--- src/rtl/led_rgb_pkg.sv ---
// Shared constants and types for the LED RGB step sequencer.
package led_rgb_pkg;

  // Flags word layout: each field is {b,g,r} with r in the lowest bit
  localparam int FLG_EN_LSB   = 0;
  localparam int FLG_MODE_LSB = 3;
  localparam int FLG_HOLD_LSB = 6;
  localparam int FLAGS_W      = 9;

  // Word index within one step entry (low two bits of the write address)
  localparam logic [1:0] WORD_FLAGS = 2'd0;
  localparam logic [1:0] WORD_DUR   = 2'd1;
  localparam logic [1:0] WORD_DWELL = 2'd2;

  // Playback FSM states
  typedef enum logic [1:0] {
    ST_IDLE = 2'd0,
    ST_LOAD = 2'd1,
    ST_RUN  = 2'd2
  } seq_state_t;

endpackage

--- src/rtl/led_rgb_seq_ram.sv ---
// Step table: simple dual-port RAM, one write and one synchronous read per
// cycle. Each step is stored as three word lanes (flags, duration, dwell)
// selected by the word index of the write address. A read colliding with a
// write to the same entry returns the old contents.
module led_rgb_seq_ram
  import led_rgb_pkg::*;
#(
  parameter int DEPTH = 16,
  parameter int SW    = $clog2(DEPTH)
) (
  input  logic               i_clk,
  input  logic               i_wr_en,
  input  logic [SW-1:0]      i_wr_step,
  input  logic [1:0]         i_wr_word,
  input  logic [31:0]        i_wr_data,
  input  logic [SW-1:0]      i_rd_step,
  output logic [FLAGS_W-1:0] o_rd_flags,
  output logic [31:0]        o_rd_dur,
  output logic [31:0]        o_rd_dwell
);

  logic [FLAGS_W-1:0] r_flags_mem [DEPTH];
  logic [31:0]        r_dur_mem   [DEPTH];
  logic [31:0]        r_dwell_mem [DEPTH];
  logic [FLAGS_W-1:0] r_rd_flags;
  logic [31:0]        r_rd_dur;
  logic [31:0]        r_rd_dwell;

  // Lane writes plus registered read; nonblocking order gives read-old.
  always_ff @(posedge i_clk) begin
    if (i_wr_en && (i_wr_word == WORD_FLAGS)) r_flags_mem[i_wr_step] <= i_wr_data[FLAGS_W-1:0];
    if (i_wr_en && (i_wr_word == WORD_DUR))   r_dur_mem[i_wr_step]   <= i_wr_data;
    if (i_wr_en && (i_wr_word == WORD_DWELL)) r_dwell_mem[i_wr_step] <= i_wr_data;
    r_rd_flags <= r_flags_mem[i_rd_step];
    r_rd_dur   <= r_dur_mem[i_rd_step];
    r_rd_dwell <= r_dwell_mem[i_rd_step];
  end

  assign o_rd_flags = r_rd_flags;
  assign o_rd_dur   = r_rd_dur;
  assign o_rd_dwell = r_rd_dwell;

endmodule

--- src/rtl/led_rgb_sequencer.sv ---
// Table-driven pattern player feeding the led_rgb core configuration inputs.
// The RAM is read every cycle at the entry that follows the step that will be
// current in the next cycle, so the read data always holds the upcoming step
// and consecutive steps abut without gap cycles, even for one-cycle dwells.
module led_rgb_sequencer
  import led_rgb_pkg::*;
#(
  parameter int DEPTH = 16,
  parameter int SW    = $clog2(DEPTH)
) (
  input  logic          clk,
  input  logic          reset,
  input  logic          wr_en,
  input  logic [SW+1:0] wr_addr,
  input  logic [31:0]   wr_data,
  input  logic          start,
  input  logic          stop,
  input  logic          loop,
  input  logic [SW-1:0] last_step,
  output logic          mode_r,
  output logic          mode_g,
  output logic          mode_b,
  output logic          enable_r,
  output logic          enable_g,
  output logic          enable_b,
  output logic          holded_r,
  output logic          holded_g,
  output logic          holded_b,
  output logic [31:0]   duration_r,
  output logic [31:0]   duration_g,
  output logic [31:0]   duration_b,
  output logic          step_pulse,
  output logic [SW-1:0] cur_step,
  output logic          busy,
  output logic          done
);

  seq_state_t         r_state;
  logic               r_start;
  logic [SW-1:0]      r_step;
  logic [31:0]        r_cnt;
  logic [2:0]         r_en;
  logic [2:0]         r_mode;
  logic [2:0]         r_hold;
  logic [31:0]        r_dur;
  logic               r_busy;
  logic               r_done;
  logic               r_pulse;

  logic [FLAGS_W-1:0] w_rd_flags;
  logic [31:0]        w_rd_dur;
  logic [31:0]        w_rd_dwell;
  logic [SW-1:0]      w_rd_step;
  logic [SW-1:0]      w_next;
  logic [SW-1:0]      w_apply_step;
  logic               w_bnd;
  logic               w_apply;
  logic               w_finish;

  // Index that follows s in playback order (wraps to 0 after last)
  function automatic logic [SW-1:0] succ(input logic [SW-1:0] s, input logic [SW-1:0] last);
    return (s == last) ? {SW{1'b0}} : s + 1'b1;
  endfunction

  led_rgb_seq_ram #(.DEPTH(DEPTH), .SW(SW)) u_ram (
    .i_clk      (clk),
    .i_wr_en    (wr_en),
    .i_wr_step  (wr_addr[SW+1:2]),
    .i_wr_word  (wr_addr[1:0]),
    .i_wr_data  (wr_data),
    .i_rd_step  (w_rd_step),
    .o_rd_flags (w_rd_flags),
    .o_rd_dur   (w_rd_dur),
    .o_rd_dwell (w_rd_dwell)
  );

  // Boundary decode and read address selection
  always_comb begin
    w_bnd        = (r_state == ST_RUN) && (r_cnt == 32'd1);
    w_next       = succ(r_step, last_step);
    w_apply      = 1'b0;
    w_finish     = 1'b0;
    w_apply_step = w_next;
    if (r_state == ST_LOAD) begin
      w_apply      = 1'b1;
      w_apply_step = {SW{1'b0}};
    end else if (w_bnd) begin
      if ((r_step != last_step) || loop) w_apply  = 1'b1;
      else                               w_finish = 1'b1;
    end
    case (r_state)
      ST_LOAD: w_rd_step = succ({SW{1'b0}}, last_step);
      ST_RUN:  w_rd_step = w_bnd ? succ(w_next, last_step) : w_next;
      default: w_rd_step = {SW{1'b0}};
    endcase
  end

  // Playback FSM with registered core-facing outputs
  always_ff @(posedge clk) begin
    if (reset) begin
      r_state <= ST_IDLE;
      r_start <= 1'b0;
      r_step  <= '0;
      r_cnt   <= '0;
      r_en    <= '0;
      r_mode  <= '0;
      r_hold  <= '0;
      r_dur   <= '0;
      r_busy  <= 1'b0;
      r_done  <= 1'b0;
      r_pulse <= 1'b0;
    end else begin
      r_start <= start && !stop && (r_state == ST_IDLE);
      r_pulse <= 1'b0;
      r_done  <= 1'b0;
      if (stop || w_finish) begin
        r_state <= ST_IDLE;
        r_busy  <= 1'b0;
        r_en    <= '0;
        r_mode  <= '0;
        r_hold  <= '0;
        r_done  <= w_finish && !stop;
      end else if (w_apply) begin
        r_state <= ST_RUN;
        r_step  <= w_apply_step;
        r_en    <= w_rd_flags[FLG_EN_LSB +: 3];
        r_mode  <= w_rd_flags[FLG_MODE_LSB +: 3];
        r_hold  <= w_rd_flags[FLG_HOLD_LSB +: 3];
        r_dur   <= w_rd_dur;
        r_cnt   <= (w_rd_dwell == 32'd0) ? 32'd1 : w_rd_dwell;
        r_pulse <= 1'b1;
      end else if ((r_state == ST_IDLE) && r_start) begin
        r_state <= ST_LOAD;
        r_busy  <= 1'b1;
      end else if (r_state == ST_RUN) begin
        r_cnt <= r_cnt - 32'd1;
      end
    end
  end

  assign enable_r   = r_en[0];
  assign enable_g   = r_en[1];
  assign enable_b   = r_en[2];
  assign mode_r     = r_mode[0];
  assign mode_g     = r_mode[1];
  assign mode_b     = r_mode[2];
  assign holded_r   = r_hold[0];
  assign holded_g   = r_hold[1];
  assign holded_b   = r_hold[2];
  assign duration_r = r_dur;
  assign duration_g = r_dur;
  assign duration_b = r_dur;
  assign step_pulse = r_pulse;
  assign cur_step   = r_step;
  assign busy       = r_busy;
  assign done       = r_done;

endmodule

--- config.mk ---
export PLATFORM = sky130hd
export DESIGN_NAME = led_rgb_sequencer
export DESIGN_NICKNAME = d
export VERILOG_FILES = /design/src/rtl/led_rgb_pkg.sv /design/src/rtl/led_rgb_seq_ram.sv /design/src/rtl/led_rgb_sequencer.sv
export SDC_FILE = /design/constraint.sdc
export NUM_CORES = 2
export LEC_CHECK = 0
export BUFFER_PORTS_ARGS = -buffer_cell sky130_fd_sc_hd__buf_2
export CAP_MARGIN = 20
export CORE_MARGIN = 3
export CORE_UTILIZATION = 45
export CTS_BUF_LIST = sky130_fd_sc_hd__clkbuf_8 sky130_fd_sc_hd__clkbuf_16
export CTS_CLUSTER_SIZE = 30
export DETAILED_ROUTE_END_ITERATION = 6
export SETUP_SLACK_MARGIN = 0.15
export SKIP_CTS_REPAIR_TIMING = 1
export SYNTH_ARGS = -nofsm -noshare
export SYNTH_HDL_FRONTEND = slang
export SYNTH_HIERARCHICAL = 1
export SYNTH_SLANG_ARGS = --single-unit
export TNS_END_PERCENT = 1
--- constraint.sdc ---
create_clock -name clk -period 5.44 [get_ports clk]
set_input_delay 1.36 -clock clk [delete_from_list [all_inputs] [get_ports clk]]
set_output_delay 1.36 -clock clk [all_outputs]
set_load 0.02 [all_outputs]
-- Word-level counts from Yosys, hierarchy flattened
Memory sizes are Yosys's and may differ from the RTL's. A register that Yosys moved wholly into a read port is not among the register bits.
Index checks and enable logic that the tools add are counted.
- register bits after elaboration: 83
- bits in writable memories: 1168
- input port bits: 48
- output and inout bits: 112
- logic and storage cells: 77
- memories kept: 3
- memories (name ; words ; bits a word ; rd ports ; clocked after Yosys merged registers in ; write ports ; RTL line ; RTL):
    u_ram.r_dur_mem ; 16 ; 32 ; 1 ; 1 ; 1 ; led_rgb_seq_ram.sv:23 ; logic [31:0] r_dur_mem [DEPTH];
    u_ram.r_dwell_mem ; 16 ; 32 ; 1 ; 1 ; 1 ; led_rgb_seq_ram.sv:24 ; logic [31:0] r_dwell_mem [DEPTH];
    u_ram.r_flags_mem ; 16 ; 9 ; 1 ; 1 ; 1 ; led_rgb_seq_ram.sv:22 ; logic [FLAGS_W-1:0] r_flags_mem [DEPTH];
- add/sub/neg operators: 3
- equal/unequal tests: 9
- multiplexer cells: 25
- bitwise operators: 2
- reductions and logical operators: 23
- operator list (operator ; count):
    two-way mux 32 bit ; 4
    == test 32 x 1 -> 1 bit, second input constant ; 1
    zero test 32 bit ; 1
    subtractor 32 x 1 -> 32 bit, second input constant ; 1
    two-way mux 4 bit ; 4
    two-way mux 1 bit ; 14
    adder 4 x 1 -> 4 bit, second input constant ; 2
    == test 4 bit ; 2
    logical AND 1 bit ; 8
    one-hot mux 4 bit (2 select lines) ; 1
    == test 2 x 1 -> 1 bit, second input constant ; 2
    == test 2 bit, second input constant ; 2
    zero test 2 bit ; 2
    zero test 4 bit ; 1
    two-way mux 2 bit ; 2
    inequality test 4 bit ; 1
    AND reduction 2 bit ; 2
    nonzero test 2 bit ; 2
    OR reduction 2 bit ; 2
    AND reduction 3 bit ; 1
    OR reduction 3 bit ; 1
    logical OR 1 bit ; 2
    inequality test 2 bit, second input constant ; 1
    NOT 1 bit ; 2
    zero test 1 bit ; 1

-- Logic depth before layout (Yosys ltp)
- word-level depth: 8
- depth in mapped cells: 14
- mapped depth without buffers: 11

-- By module
Netlist, hierarchy kept.
- by module, submodules not included (module ; times used ; cells each ; area an instance (µm²) ; sequential area each (µm²)):
    led_rgb_seq_ram ; 1 ; 1933 ; 45366.0 ; 36535.0
    led_rgb_sequencer ; 1 ; 604 ; 4798.4 ; 1661.6

-- Least setup slack after synthesis
Ideal clock, no wire load.
- path kind: input-to-reg
- from: input wr_addr[2]
- to: memory u_ram.r_dur_mem[3][0], enable pin
- setup time: 0.502 ns
- arrival: 4.863 ns
- data required time: 4.938 ns
- setup slack: 0.076 ns
- stages on the path: 3
- path through: clkbuf_1 nand2_1 nor4_1
- RTL lines (what ; RTL line ; RTL):
    start: declaration ; led_rgb_sequencer.sv:14 ; input logic [SW+1:0] wr_addr,
    end: declaration ; led_rgb_seq_ram.sv:23 ;
Straight into the memory's write port.

-- Final worst setup path
- from: register r_cnt[4]
- to: register u_ram.r_rd_flags[2] (netlist: u_ram/o_rd_flags[2]), read port of u_ram.r_flags_mem
- longest elaborated chain between the ends: 4
- RTL lines (what ; RTL line ; RTL):
    start: declaration ; led_rgb_sequencer.sv:41 ; logic [31:0] r_cnt;
    start signal: assignment ; led_rgb_sequencer.sv:130 ; r_cnt <= (w_rd_dwell == 32'd0) ? 32'd1 : w_rd_dwell;
    start signal: assignment ; led_rgb_sequencer.sv:136 ; r_cnt <= r_cnt - 32'd1;
    == test 32 x 1 -> 1 bit ; led_rgb_sequencer.sv:79 ; w_bnd = (r_state == ST_RUN) && (r_cnt == 32'd1);
    logical AND 1 bit ; led_rgb_sequencer.sv:79 ;
    two-way mux 4 bit ; led_rgb_sequencer.sv:93 ; ST_RUN: w_rd_step = w_bnd ? succ(w_next, last_step) : w_next;
    one-hot mux 4 bit (2 select lines) ; led_rgb_sequencer.sv:91 ; case (r_state)
    named net w_rd_step[1] ; led_rgb_sequencer.sv:53 ; logic [SW-1:0] w_rd_step;
    end: declaration ; led_rgb_seq_ram.sv:25 ; logic [FLAGS_W-1:0] r_rd_flags;
The timed path passes the listed nets, and every way through them passes these cells.
A chain may end at the register's enable or synchronous reset.

==> results.json <==
{
  "synth-main-ff-cell": "edfxtp_1",
  "syn-instance-count": 2537,
  "grt_overflow": 0,
  "critPathKind": "flip-flop to flip-flop",
  "root_buffer": "clkbuf_16",
  "nNetsFinal": 2766,
  "cp_num_buf_inv": 1,
  "path_depth": 9,
  "final_hold_viol_count": 0,
  "drv_slew": 0,
  "core.rowCount": 121,
  "endpoint_kind": "flip-flop",
  "crit_start": "r_cnt[4]",
  "highest_layer": "met5",
  "met1_length_mm": 52.12,
  "start_util_pct": 45.70,
  "clk_pin_slew_ns": 0.06,
  "firstDrtPassIters": 7,
  "hpwl_mm": 67.64,
  "syn_area_um2": 50160,
  "die_x_um": 339.9,
  "drc_errors": 6,
  "maxCapViolCount": 0,
  "rsz0062_at_grt": "no",
  "syn_nets": 2592,
  "fin_crit_sh_pct": 86.87,
  "synth_edf_count": 1168,
  "whs_ns": 0.4254,
  "violations": "DRC",
  "die_h_um": 339.9,
  "grt_antenna_before_repair": 5,
  "cp_max_fo": 125,
  "wl_per_cell_um": 28.73,
  "wl_met3_mm": 7.672,
  "drt_iter0_markers": 2959,
  "place_congestion": 0.8416,
  "cts.sinks": 1324,
  "min_path_cells": 2,
  "cp_slowest_stage_delay_ns": 0.62,
  "die_area_um2": 115500,
  "cts-buffers-inserted": 134,
  "vias": 25797,
  "setup_violations": 0,
  "core_um2": 109800,
  "synth.avg_cell_area_um2": 19.77,
  "ys_seq_area_share_pct": 76.14,
  "crit_path_top_delay_cell": "or4_4",
  "grt_pass1_vias": 26373,
  "met2_wirelength_mm": 60.76,
  "yosys-top-cells-area": "edfxtp_1 70%, mux4_2 13%, dfxtp_1 6.2%",
  "nFillCells": 8531,
  "antenna_left": 0,
  "relSlewSlack_pct": 24.27,
  "port_buffers": 159,
  "r2r.worst_path.cells": 9,
  "seq_area_um2": 38200,
  "crit_chain": "or4_1, or4_4, nor3_1, a21oi_1, nor2_4, buf_12, mux4_2, a22oi_1, nand2_1",
  "finalCriticalPeriod_ns": 4.726,
  "yosys_warnings": 6,
  "powerDensity_nw_per_um2": 361.5,
  "r2r_start": "r_cnt[4]",
  "synth_area_leader_cell": "edfxtp_1",
  "grt_start_max_net_pins": 126,
  "path_delay_family": "simple AND/OR/NAND/NOR gates",
  "status": "finished, violations left",
  "ys_async_sr_fraction_pct": 0,
  "max-vdd-ir-drop_uv": 254.3,
  "clock.fmax_mhz": 211.6,
  "grtUsageTotal_pct": 21.44,
  "cp-start-kind": "flip-flop",
  "io_pins": 160,
  "synth_top_area_share_pct": 69.92,
  "total_power_mw": 20.66,
  "synth.distinct_cells": 62,
  "clk_latency_ns": 0.73,
  "htreeDepth": 4,
  "multi_input_area_um2": 11020,
  "worstPathArrival_ns": 5.32,
  "min_path_type": "flip-flop to flip-flop",
  "clock_path_buffers": 3,
  "cts_tree": "done",
  "leakage_nw": 18.32,
  "synth_seq_cells": 1324,
  "drt_wl_total_mm": 123.6,
  "finalSetupTns_ns": 0,
  "post_drt_via_cell_ratio": 5.994,
  "syn_to_final_growth_pct": 13.95,
  "clock-skew-final_ns": 0.02705,
  "grt_first_pass_wirelength_mm": 181.6,
  "hp-start": "u_ram/o_rd_dur[16]",
  "cp_data_required_time_ns": 6.03,
  "tightest_slew_ns": 1.133,
  "drive_above_1_share_pct": 27.99
}
## worst reg2reg max path: stages, from the launching register on
cell and delay [ns]:
dfxtp_1 0.37, or4_1 0.61, or4_4 0.62, nor3_1 0.59
a21oi_1 0.23, nor2_4 0.51, buf_12 0.51, mux4_2 0.79
a22oi_1 0.29, nand2_1 0.09
## power breakdown
group | leakage, nW | internal, mW | switching, mW | total [mW]
clock | 2.31 | 5.26 | 3.78 | 9.04
sequential | 11.8 | 11.1 | 0.0262 | 11.1
combinational | 4.22 | 0.128 | 0.351 | 0.478
## layout by cell type (no fill, tap or decap), types with 23 or more instances in the layout
| cell | count |
|---|---|
| dfxtp_1 | 156 |
| buf_4 | 66 |
| clkbuf_16 | 140 |
| mux4_2 | 292 |
| nor2_4 | 30 |
| edfxtp_1 | 1168 |
| a22oi_1 | 161 |
| nor4_1 | 23 |
| nand2_1 | 184 |
| buf_2 | 159 |
| a21oi_1 | 54 |
| inv_1 | 55 |
| nor2_1 | 43 |
## cells by family after synthesis
group / Yosys count / synth area share [%]
AND/OR/NAND/NOR: 370 / 3.342
adder cells (fa/ha/maj): 7 / 0.1746
flip-flops: 1324 / 76.14
AO/OA/AOI/OAI: 299 / 4.317
buffers and inverters: 223 / 2.519
XOR/XNOR: 18 / 0.3143
multiplexers: 296 / 13.19
## per-layer routing
metal	global-route usage, %	vias to the layer above
li1	-	10718
met1	30.04	13801
met2	35.05	1047
met3	3.288	229
met4	6.438	2
met5	0	-
## per-stage QoR
stage	instance area [um^2]	util (%)	setup WS, ns	std cells
floorplan	50160	-	0.07590	2537
global placement	52700	48.01	0.4007	4047
detailed placement	52700	48.01	0.3302	4047
CTS	57110	52.04	0.8207	4294
global route	57150	52.07	0.6666	4299
finish	57160	52.08	0.7142	4304
## synthesized netlist by cell type, types with 3 or more instances
cell and n:
nor3_1 12, o311ai_0 6, or3_1 4, buf_2 23
a21oi_1 54, clkbuf_1 65, ha_1 7, o31ai_1 10
mux2i_1 4, a22o_1 10, nor2_1 73, a31oi_1 4
xor2_1 11, a22oi_1 161, o21ai_0 3, o22ai_1 9
nand3_1 20, nand4_1 11, buf_6 14, buf_1 22
a32oi_1 4, nor2b_1 6, and3_1 5, or4_1 8
nand3b_1 3, dfxtp_1 156, o32ai_1 11, a211oi_1 3
nor4_1 29, mux4_2 292, edfxtp_1 1168, inv_1 20
xnor2_1 7, buf_4 78, nand2_1 184, a2bb2oi_1 6
## final timing paths
kind                          to  slack [ns]
max          u_ram/o_rd_flags[2]        0.71
min               duration_b[16]        0.43
max reg2reg  u_ram/o_rd_flags[2]        0.71
min reg2reg       duration_b[16]        0.43
## state kept, by name, summed over array words and instances (netlist names), 4 cells and up
signal             cells
u_ram/o_rd_flags       9
r_cnt                 32
u_ram/o_rd_dwell      32
cur_step               4
u_ram/r_flags_mem    144
duration_b            32
u_ram/o_rd_dur        32
u_ram/r_dur_mem      512
u_ram/r_dwell_mem    512
## cell type report
| class | count | area share [%] |
|---|---|---|
| Timing Repair Buffer | 240 | 2.784 |
| Clock buffer | 162 | 6.659 |
| Inverter | 21 | 0.1379 |
| Tap cell | 1476 | 3.231 |
| Sequential cell | 1324 | 66.82 |
| Clock inverter | 85 | 1.066 |
| Antenna cell | 6 | 0.02627 |
| Multi-Input combinational cell | 990 | 19.27 |
No activity file was read; power rests on OpenSTA's default activity.
